--- src/rtl/dac_player_pkg.sv ---
// Shared types and constants for the BRAM-to-DAC playback engine.
// Latency: n/a (package). Backpressure: n/a.
// Holds the playback state encoding, lane geometry and Q1.15 saturation helper.
package dac_player_pkg;

  typedef enum logic [1:0] {
    IDLE  = 2'd0,
    PLAY  = 2'd1,
    DRAIN = 2'd2
  } state_t;

  localparam int LANE_W = 16;

  localparam logic signed [15:0] SAT_MAX = 16'sh7FFF;
  localparam logic signed [15:0] SAT_MIN = 16'sh8000;

  function automatic int lane_count(input int data_w);
    return data_w / LANE_W;
  endfunction

  // Clamp a 17-bit post-shift product back into the Q1.15 range.
  function automatic logic [15:0] sat_q15(input logic signed [16:0] v);
    if (v > 17'sd32767) begin
      return SAT_MAX;
    end else if (v < -17'sd32768) begin
      return SAT_MIN;
    end else begin
      return v[15:0];
    end
  endfunction

endpackage

--- src/rtl/dac_lane_gain.sv ---
// One DAC lane scaled by a signed Q1.15 gain, arithmetic shift by 15, saturated.
// Latency: combinational; the instantiating stage provides the register.
// Backpressure: none, pure datapath.
module dac_lane_gain
  import dac_player_pkg::*;
(
  input  logic [15:0] sample,
  input  logic [15:0] gain,
  output logic [15:0] scaled
);

  logic signed [31:0] prod;
  logic signed [16:0] shifted;

  assign prod    = $signed(sample) * $signed(gain);
  assign shifted = 17'(prod >>> 15);
  assign scaled  = sat_q15(shifted);

endmodule

--- src/rtl/bram_dac_player.sv ---
// Streams BRAM words 0..length onto the DAC lane, one-shot or looping; optional gain via DAC_PLAYER_GAIN_EN.
// Latency: start to first dac word RDLAT+1 clocks (+1 with DAC_PLAYER_GAIN_EN).
// Backpressure: none; one word per clock, stop drains in-flight reads before going idle.
module bram_dac_player
  import dac_player_pkg::*;
#(
  parameter int ADDRWIDTH = 13,
  parameter int DATAWIDTH = 256,
  parameter int RDLAT     = 2
)
(
  input  logic                 clk,
  input  logic                 reset,
  input  logic                 start,
  input  logic                 stop,
  input  logic                 loop,
  input  logic [ADDRWIDTH-1:0] length,
  input  logic [15:0]          gain,
  output logic [ADDRWIDTH-1:0] bram_addr,
  output logic                 bram_en,
  input  logic [DATAWIDTH-1:0] bram_data,
  output logic [DATAWIDTH-1:0] dac,
  output logic                 dac_valid,
  output logic                 busy,
  output logic                 done
);

  localparam logic [RDLAT-1:0] TAIL_BIT = RDLAT'(1) << (RDLAT - 1);

  state_t                 state;
  logic [ADDRWIDTH-1:0]   len_r;
  logic [RDLAT-1:0]       rd_vld_sr;
  logic                   pipe_tail;
  logic                   pipe_rest_empty;
  logic                   mid_vld;
  logic                   drain_empty;
  logic                   last_word;

  assign pipe_tail       = rd_vld_sr[RDLAT-1];
  assign pipe_rest_empty = ((rd_vld_sr & ~TAIL_BIT) == '0);
  assign drain_empty     = (rd_vld_sr == '0) && !mid_vld;
  // Only a word leaving an otherwise empty pipe in DRAIN can be the run's last.
  assign last_word       = (state == DRAIN) && pipe_tail && pipe_rest_empty;

  always_ff @(posedge clk or posedge reset) begin
    if (reset) begin
      state     <= IDLE;
      len_r     <= '0;
      bram_addr <= '0;
      bram_en   <= 1'b0;
      busy      <= 1'b0;
    end else begin
      case (state)
        IDLE: begin
          if (start && !stop) begin
            state     <= PLAY;
            len_r     <= length;
            bram_addr <= '0;
            bram_en   <= 1'b1;
            busy      <= 1'b1;
          end
        end
        PLAY: begin
          if (stop) begin
            state   <= DRAIN;
            bram_en <= 1'b0;
          end else if (bram_addr == len_r) begin
            if (loop) begin
              bram_addr <= '0;
            end else begin
              state   <= DRAIN;
              bram_en <= 1'b0;
            end
          end else begin
            bram_addr <= bram_addr + 1'b1;
          end
        end
        DRAIN: begin
          if (drain_empty) begin
            state <= IDLE;
            busy  <= 1'b0;
          end
        end
        default: begin
          state <= IDLE;
        end
      endcase
    end
  end

  // Tracks which BRAM read slots carry a real word, aligned to bram_data.
  always_ff @(posedge clk or posedge reset) begin
    if (reset) begin
      rd_vld_sr <= '0;
    end else begin
      rd_vld_sr[0] <= bram_en;
      for (int i = 1; i < RDLAT; i++) begin
        rd_vld_sr[i] <= rd_vld_sr[i-1];
      end
    end
  end

`ifdef DAC_PLAYER_GAIN_EN
  localparam int LANES = lane_count(DATAWIDTH);

  logic [DATAWIDTH-1:0] mid_dat;
  logic [DATAWIDTH-1:0] gained;
  logic                 mid_done;

  always_ff @(posedge clk or posedge reset) begin
    if (reset) begin
      mid_vld  <= 1'b0;
      mid_dat  <= '0;
      mid_done <= 1'b0;
    end else begin
      mid_vld  <= pipe_tail;
      mid_dat  <= pipe_tail ? bram_data : '0;
      mid_done <= last_word;
    end
  end

  for (genvar g = 0; g < LANES; g++) begin : g_lane
    dac_lane_gain u_gain (
      .sample (mid_dat[g*LANE_W +: LANE_W]),
      .gain   (gain),
      .scaled (gained[g*LANE_W +: LANE_W])
    );
  end

  always_ff @(posedge clk or posedge reset) begin
    if (reset) begin
      dac       <= '0;
      dac_valid <= 1'b0;
      done      <= 1'b0;
    end else begin
      dac       <= mid_vld ? gained : '0;
      dac_valid <= mid_vld;
      done      <= mid_done;
    end
  end
`else
  logic gain_unused;

  assign mid_vld     = 1'b0;
  assign gain_unused = ^gain;

  always_ff @(posedge clk or posedge reset) begin
    if (reset) begin
      dac       <= '0;
      dac_valid <= 1'b0;
      done      <= 1'b0;
    end else begin
      dac       <= pipe_tail ? bram_data : '0;
      dac_valid <= pipe_tail;
      done      <= last_word;
    end
  end
`endif

endmodule

--- config.mk ---
export PLATFORM = sky130hd
export DESIGN_NAME = bram_dac_player
export DESIGN_NICKNAME = d
export VERILOG_FILES = /design/src/rtl/dac_player_pkg.sv /design/src/rtl/dac_lane_gain.sv /design/src/rtl/bram_dac_player.sv
export SDC_FILE = /design/constraint.sdc
export NUM_CORES = 1
export LEC_CHECK = 0
export BUFFER_PORTS_ARGS = -buffer_cell sky130_fd_sc_hd__buf_2
export CELL_PAD_IN_SITES_DETAIL_PLACEMENT = 1
export CELL_PAD_IN_SITES_GLOBAL_PLACEMENT = 1
export CORE_AREA = 2 2 216 218
export CTS_CLUSTER_SIZE = 16
export DETAILED_ROUTE_END_ITERATION = 10
export DIE_AREA = 0 0 218 220
export GPL_TIMING_DRIVEN = 0
export PLACE_DENSITY = 0.62
export SYNTH_ARGS = -nofsm -noshare
export SYNTH_HDL_FRONTEND = slang
export SYNTH_SLANG_ARGS = --single-unit
--- constraint.sdc ---
create_clock -name clk -period 10.44 [get_ports clk]
set_input_delay 0 -clock clk [delete_from_list [all_inputs] [get_ports clk]]
set_output_delay 0 -clock clk [all_outputs]
set_load 0.01 [all_outputs]
==> flow_summary.json, run 1 <==
{
  "status": "completed",
  "leakage_nw": 8.80,
  "dp_hpwl_um": 26100,
  "maxCapViolations": 0,
  "period_share": 0.218,
  "rsz0062_at_grt": "no",
  "core_um2": 45900,
  "synthesis.area_um2": 9890,
  "synth_top_area_cell": "dfrtp_1",
  "antenna_left": 0,
  "arrival_ns": 2.73,
  "wl_per_cell_um": 18.2,
  "die_y_um": 220,
  "tightest_slew_ns": 0.687,
  "path_cells": "clkbuf_1 > clkbuf_1 > clkbuf_1 > and2_1",
  "routed-via-count": 8570,
  "fin_ws_ns": 8.16,
  "p_per_area_nw_per_um2": 235,
  "worst_setup_path_start_kind": "flip-flop",
  "grt_start_max_net_pins": 128,
  "pre_cts_ws_ns": 7.98,
  "slew_headroom": 0.542,
  "dr.pass1.iters": 4,
  "hp-class": "in -> async",
  "grt_pass1_wl_um": 58100,
  "synth_most_common_cell": "dfrtp_1",
  "clock_skew_ns": 0.0160,
  "ys.flop_type": "dfrtp_1",
  "clockRootBuffer": "clkbuf_16",
  "ir_drop_uv": 154,
  "cts_hold_buf": 273,
  "htree_levels": 2,
  "die_area_um2": 48000,
  "fmax_mhz": 439,
  "cts_tree": "yes",
  "nFillCells": 5110,
  "rrSetupSlack_ns": 8.16,
  "worstSetupPathType": "reg -> reg",
  "drive_above_1_share": 0.399,
  "numCtsBuffers": 35,
  "place_area_um2": 13400,
  "end_kind": "flip-flop",
  "die_x_um": 218,
  "finalHoldViolations": 0,
  "synth_area_leaders": "dfrtp_1 73%, and2_1 16%, mux2_2 1.5%, xor2_1 1.2%, clkbuf_1 1.1%",
  "synth_top_cell_area_share": 0.734,
  "drt-initial-drc-count": 430,
  "synth_edf_count": 0,
  "area_growth_pct": 75.0,
  "grt_usage": 0.160,
  "design_area_um2": 17300,
  "rows": 79,
  "critPathMaxStageDelay_ns": 0.58,
  "cp_common_cell": "clkbuf_1",
  "fin_crit_ns": 2.28,
  "vias_per_cell": 3.90,
  "synthCells": 705,
  "yosysWarnings": 0,
  "drt-total-wl_um": 39900,
  "port_buffers": 545,
  "drc": 0,
  "cts.clk_slew.worst_paths_ns": 0.06,
  "worst_path_max_delay_cell": "clkbuf_1",
  "crit_fanout": 10,
  "crit_required_ns": 10.89,
  "crit_family": "buffers and inverters",
  "ys_seq_area_frac": 0.734,
  "gp_congestion": 0.781,
  "async_reset_ff_frac": 1.00,
  "maxSlewViolCount": 0,
  "start_util": 0.216,
  "grt_overflow_total": 0,
  "finalSetupViolations": 0,
  "avgSynthCellArea_um2": 14.0,
  "yosys.cell_types.count": 35,
  "first_global_vias": 9790,
  "antenna_found_initial": 6,
  "synthesis.nets": 996,
  "io_pins": 563,
  "post_cts_buffers": 0,
  "ctsResizeCount": 0,
  "yosys-top-cells-count": "290 x dfrtp_1, 257 x and2_1, 29 x clkbuf_1",
  "worst_skew_pair.late_latency_ns": 0.52,
  "nets": 1853,
  "cts_max_path_buffers": 3,
  "ys_ff_latch": 290,
  "crit_buf_inv": 3,
  "clock_sinks": 290
}
cells by family after synthesis:
logic type                 share of synthesized area
AOI/OAI and AO/OA                             0.0237
xor gates and xnor gates                      0.0115
adders and majority gates                    0.00127
buffers and inverters                         0.0219
DFF                                            0.734
muxes                                         0.0168
and+or+nand+nor                                0.191
placed cells by master, fill, tap and decap left out, types with 2 or more instances in the layout:
master,Yosys,final
buf_2,5,550
dfrtp_1,290,290
dlygate4sd3_1,0,273
and2_1,257,257
clkbuf_1,29,38
clkbuf_16,0,35
inv_1,16,15
xor2_1,13,13
mux2_2,13,13
o21ai_0,12,12
nor2_1,10,10
nand3_1,9,9
clkbuf_8,0,8
nand2_1,6,6
nor3_1,5,5
o21ai_2,5,5
and3_1,4,4
diode_2,0,3
a31oi_1,3,3
nand4b_1,3,3
o211ai_2,3,3
nand2b_1,2,2
nor3b_1,2,2
buf_6,2,2
mux2i_1,2,2
bufinv_16,0,2
clkinv_4,0,2
clkinv_2,0,2
buf_16,0,2
registers in the layout (all words and copies together), names as in the netlist:
signal,flops
dac,256
bram_addr,13
len_r,13
rd_vld_sr,2
state,2
bram_en,1
busy,1
dac_valid,1
done,1
stage by stage:
stage	hold slack (ns)	instances	TNS [ns]	util	power [mW]
finish	0.0427	2195	0	0.377	4.07
global route	0.0446	2194	0	0.377	4.32
CTS	0.0116	2192	0	0.377	4.12
detailed placement	0.0469	1859	0	0.293	2.80
global placement	0.212	1857	-314.17	0.292	2.77
floorplan	0.134	705	0	-	2.19
tightest hold or removal path: stages:
cell and delay [ns]:
dlygate4sd3_1 0.53, buf_2 0.15, inv_8 0.29
where the power goes:
group / internal, mW / switching, mW / leakage [nW]
Clock: 0.725 / 0.480 / 0.548
Sequential: 1.45 / 0.149 / 3.67
Combinational: 0.545 / 0.719 / 4.58
metal layers:
metal | vias to the layer above | wire (µm) | GRT usage | part of all wire
met5 | - | 19 | 0 | 0.00048
met4 | 4 | 1360 | 0.0655 | 0.034
met3 | 81 | 2710 | 0.0453 | 0.068
met2 | 331 | 21000 | 0.287 | 0.53
met1 | 4232 | 14700 | 0.178 | 0.37
li1 | 3922 | - | - | -
final timing paths:
kind	from	to	cells after the start
setup reg to reg	rd_vld_sr[1]	dac[63]	4
setup / recovery	rd_vld_sr[1]	dac[63]	4
min in group clk	loop	state[1]	5
max in group asynchronous	reset	dac[185]	4
hold / removal	reset	dac[114]	3
hold reg to reg	bram_en	rd_vld_sr[0]	0
area by class of cell:
type	instances	area (µm²)	area share
timing repair buffer	820	5520	0.319
buffer	36	156	0.00904
inverter	16	67.6	0.00391
antenna	3	7.51	0.000434
tap	607	759	0.0439
clock buffer	52	1020	0.0589
sequential	290	7260	0.419
clock inverter	8	104	0.00600
multi-input combinational	363	2410	0.140
No activity file was read; power rests on OpenSTA's default activity.
==> inputs of run 2 (changes only) <==
- ABC_AREA: not set -> 1
- CORE_AREA: 2 2 216 218 -> 2 2 217 219
- DIE_AREA: 0 0 218 220 -> 0 0 219 221
- PLACE_DENSITY: 0.62 -> 0.68
- clock period: 10.44 -> 1.9 ns (I/O delays scaled with it)
==> flow_summary.json, run 2 <==
{
  "status": "completed",
  "ff_latch_area_um2": 7260,
  "r2r_start": "rd_vld_sr[1]",
  "wl_per_cell_um": 18.2,
  "ys_seq_area_frac": 0.699,
  "start_util": 0.226,
  "final_cell_mix": "547 x buf_2, 345 x nand2_1, 285 x dfrtp_1",
  "worst_setup_path_start_kind": "flip-flop",
  "finalSetupViolations": 0,
  "first_global_vias": 12100,
  "hp-class": "in -> async",
  "fin_crit_ns": 1.78,
  "synth_edf_count": 0,
  "routed-via-count": 10200,
  "arrival_ns": 2.27,
  "finalHoldViolations": 0,
  "clock_sinks": 290,
  "grt_overflow_total": 0,
  "cts.clk_slew.worst_paths_ns": 0.07,
  "synth_top_area_cell": "dfrtp_1",
  "ys.flop_type": "dfrtp_1",
  "tightest_slew_ns": 0.837,
  "fin_cells": 2556,
  "worst_skew_pair.late_latency_ns": 0.55,
  "crit_fanout": 10,
  "die_y_um": 221,
  "synth_mux_area_frac": 0,
  "synth_top_family_by_area": "simple AND/OR/NAND/NOR gates",
  "nets": 2213,
  "core_um2": 46100,
  "dp.cells": 2216,
  "ir_drop_uv": 816,
  "multi_input_area_um2": 1890,
  "largest_register_ffs": 256,
  "grt_usage": 0.191,
  "drive_above_1_share": 0.336,
  "yosysWarnings": 0,
  "nFillCells": 5409,
  "gp_congestion": 0.916,
  "synth_top_cell_area_share": 0.699,
  "leakage_nw": 10.7,
  "die_area_um2": 48400,
  "regMostFlops": "dac",
  "p_per_area_nw_per_um2": 1230,
  "end_kind": "flip-flop",
  "yosys.cell_types.count": 25,
  "synth_compound_area_frac": 0.0108,
  "largestRegisters": "dac x256, bram_addr x13, len_r x13",
  "synthesis.area_um2": 10400,
  "synth_area_leaders": "dfrtp_1 70%, nand2_1 12%, inv_1 10%, nor2_1 1.3%, nand3_1 1.2%",
  "dp_hpwl_um": 29100,
  "dr.pass1.iters": 5,
  "antenna_left": 0,
  "maxSlewViolCount": 0,
  "synthCells": 1056,
  "synthSimpleGateAreaFrac": 0.158,
  "fmax_mhz": 562,
  "drt-initial-drc-count": 395,
  "rows": 79,
  "r2r-end": "dac[50]",
  "rrSetupSlack_ns": 0.12,
  "yosys-top-cells-count": "345 x nand2_1, 290 x dfrtp_1, 284 x inv_1",
  "cts_max_path_buffers": 3,
  "area_growth_pct": 72.9,
  "crit_required_ns": 2.38,
  "rsz0062_at_grt": "no",
  "io_pins": 563,
  "cts_tree": "yes",
  "pre_cts_ws_ns": -0.289,
  "worstRegToRegCells": 5,
  "final_common_cell": "buf_2",
  "synth_most_common_cell": "nand2_1",
  "slew_headroom": 0.439,
  "period_share": 0.937,
  "antenna_found_initial": 5,
  "fin_ws_ns": 0.119,
  "die_x_um": 219,
  "clockRootBuffer": "clkbuf_16",
  "final_util": 0.390,
  "grt_start_max_net_pins": 43,
  "numCtsBuffers": 36,
  "synth-xor-area-share": 0.0101,
  "yosys.area_share.adder": 0.00120,
  "htree_levels": 2,
  "drc": 0,
  "holdWs_ns": 0.0980,
  "clock_skew_ns": 0.0214,
  "worstSetupPathType": "reg -> reg",
  "port_buffers": 546,
  "async_reset_ff_frac": 1.00,
  "avgSynthCellArea_um2": 9.84,
  "maxCapViolations": 0,
  "grt_pass1_wl_um": 70400,
  "vias_per_cell": 3.98,
  "ys_ff_latch": 290,
  "synthesis.nets": 1347,
  "drt-total-wl_um": 46600
}
-- run 2: cells by family (layout without fill, tap and decap cells) --
family                     after synthesis  after routing
AOI/OAI and AO/OA                       14             14
xor gates and xnor gates                12             12
adders and majority gates                1              1
buffers and inverters                  321           1213
DFF                                    290            290
other                                    0              1
and+or+nand+nor                        418            418
-- run 2: final cells by class --
class                      instances  area share
clock buffer                      55      0.0614
sequential                       290       0.404
buffer                            36      0.0108
inverter                         285      0.0598
clock inverter                     9     0.00355
antenna                            1    0.000139
tap                              607      0.0423
multi-input combinational        445       0.105
timing repair buffer             827       0.312
timing repair inverter             1    0.000279
-- run 2: how the worst max path moves through the flow --
stage,start,endpoint,cells after the start
after global placement,reset,dac[244],2
after floorplan,reset,bram_addr[0],1
after detailed placement,rd_vld_sr[1],dac[147],5
after CTS,rd_vld_sr[1],dac[202],5
final,rd_vld_sr[1],dac[50],5
after global routing,rd_vld_sr[1],dac[50],5
-- run 2: repair_timing --
action                                 CTS  global route
pin swaps                                1             0
hold buffers                           273             0
buffers inserted                         1             0
setup endpoints to repair              147            56
endpoints found under the hold margin  305             0
resized for setup                        3            16
gates cloned                             0             1
-- run 2: critical path, cell delays in order, from the launching register on --
cell and delay (ns):
dfrtp_1 0.33, buf_2 0.22, clkbuf_2 0.37, clkbuf_1 0.46, nand2_1 0.25, inv_1 0.10
-- run 2: metal layers --
layer | vias to the layer above | wire length (µm) | global-route usage
met5 | - | 38 | 0
li1 | 4675 | - | -
met1 | 4994 | 16800 | 0.203
met2 | 395 | 24700 | 0.353
met4 | 6 | 1760 | 0.0750
met3 | 108 | 3350 | 0.0548
-- run 2: report_power, final --
| part | total (mW) | internal, mW | switching [mW] |
|---|---|---|---|
| combinational | 7.07 | 2.53 | 4.54 |
| clock | 6.78 | 4.02 | 2.77 |
| sequential | 8.26 | 7.70 | 0.560 |
-- run 2: per-stage QoR --
stage | TNS (ns) | total power, mW | instance area (µm²)
after floorplan | -564.68 | 11.5 | 10400
after global placement | -1086.37 | 14.4 | 13900
after detailed placement | -8.80 | 14.7 | 14000
after CTS | 0 | 22.1 | 17900
after global routing | 0 | 23.4 | 18000
final | 0 | 22.1 | 18000
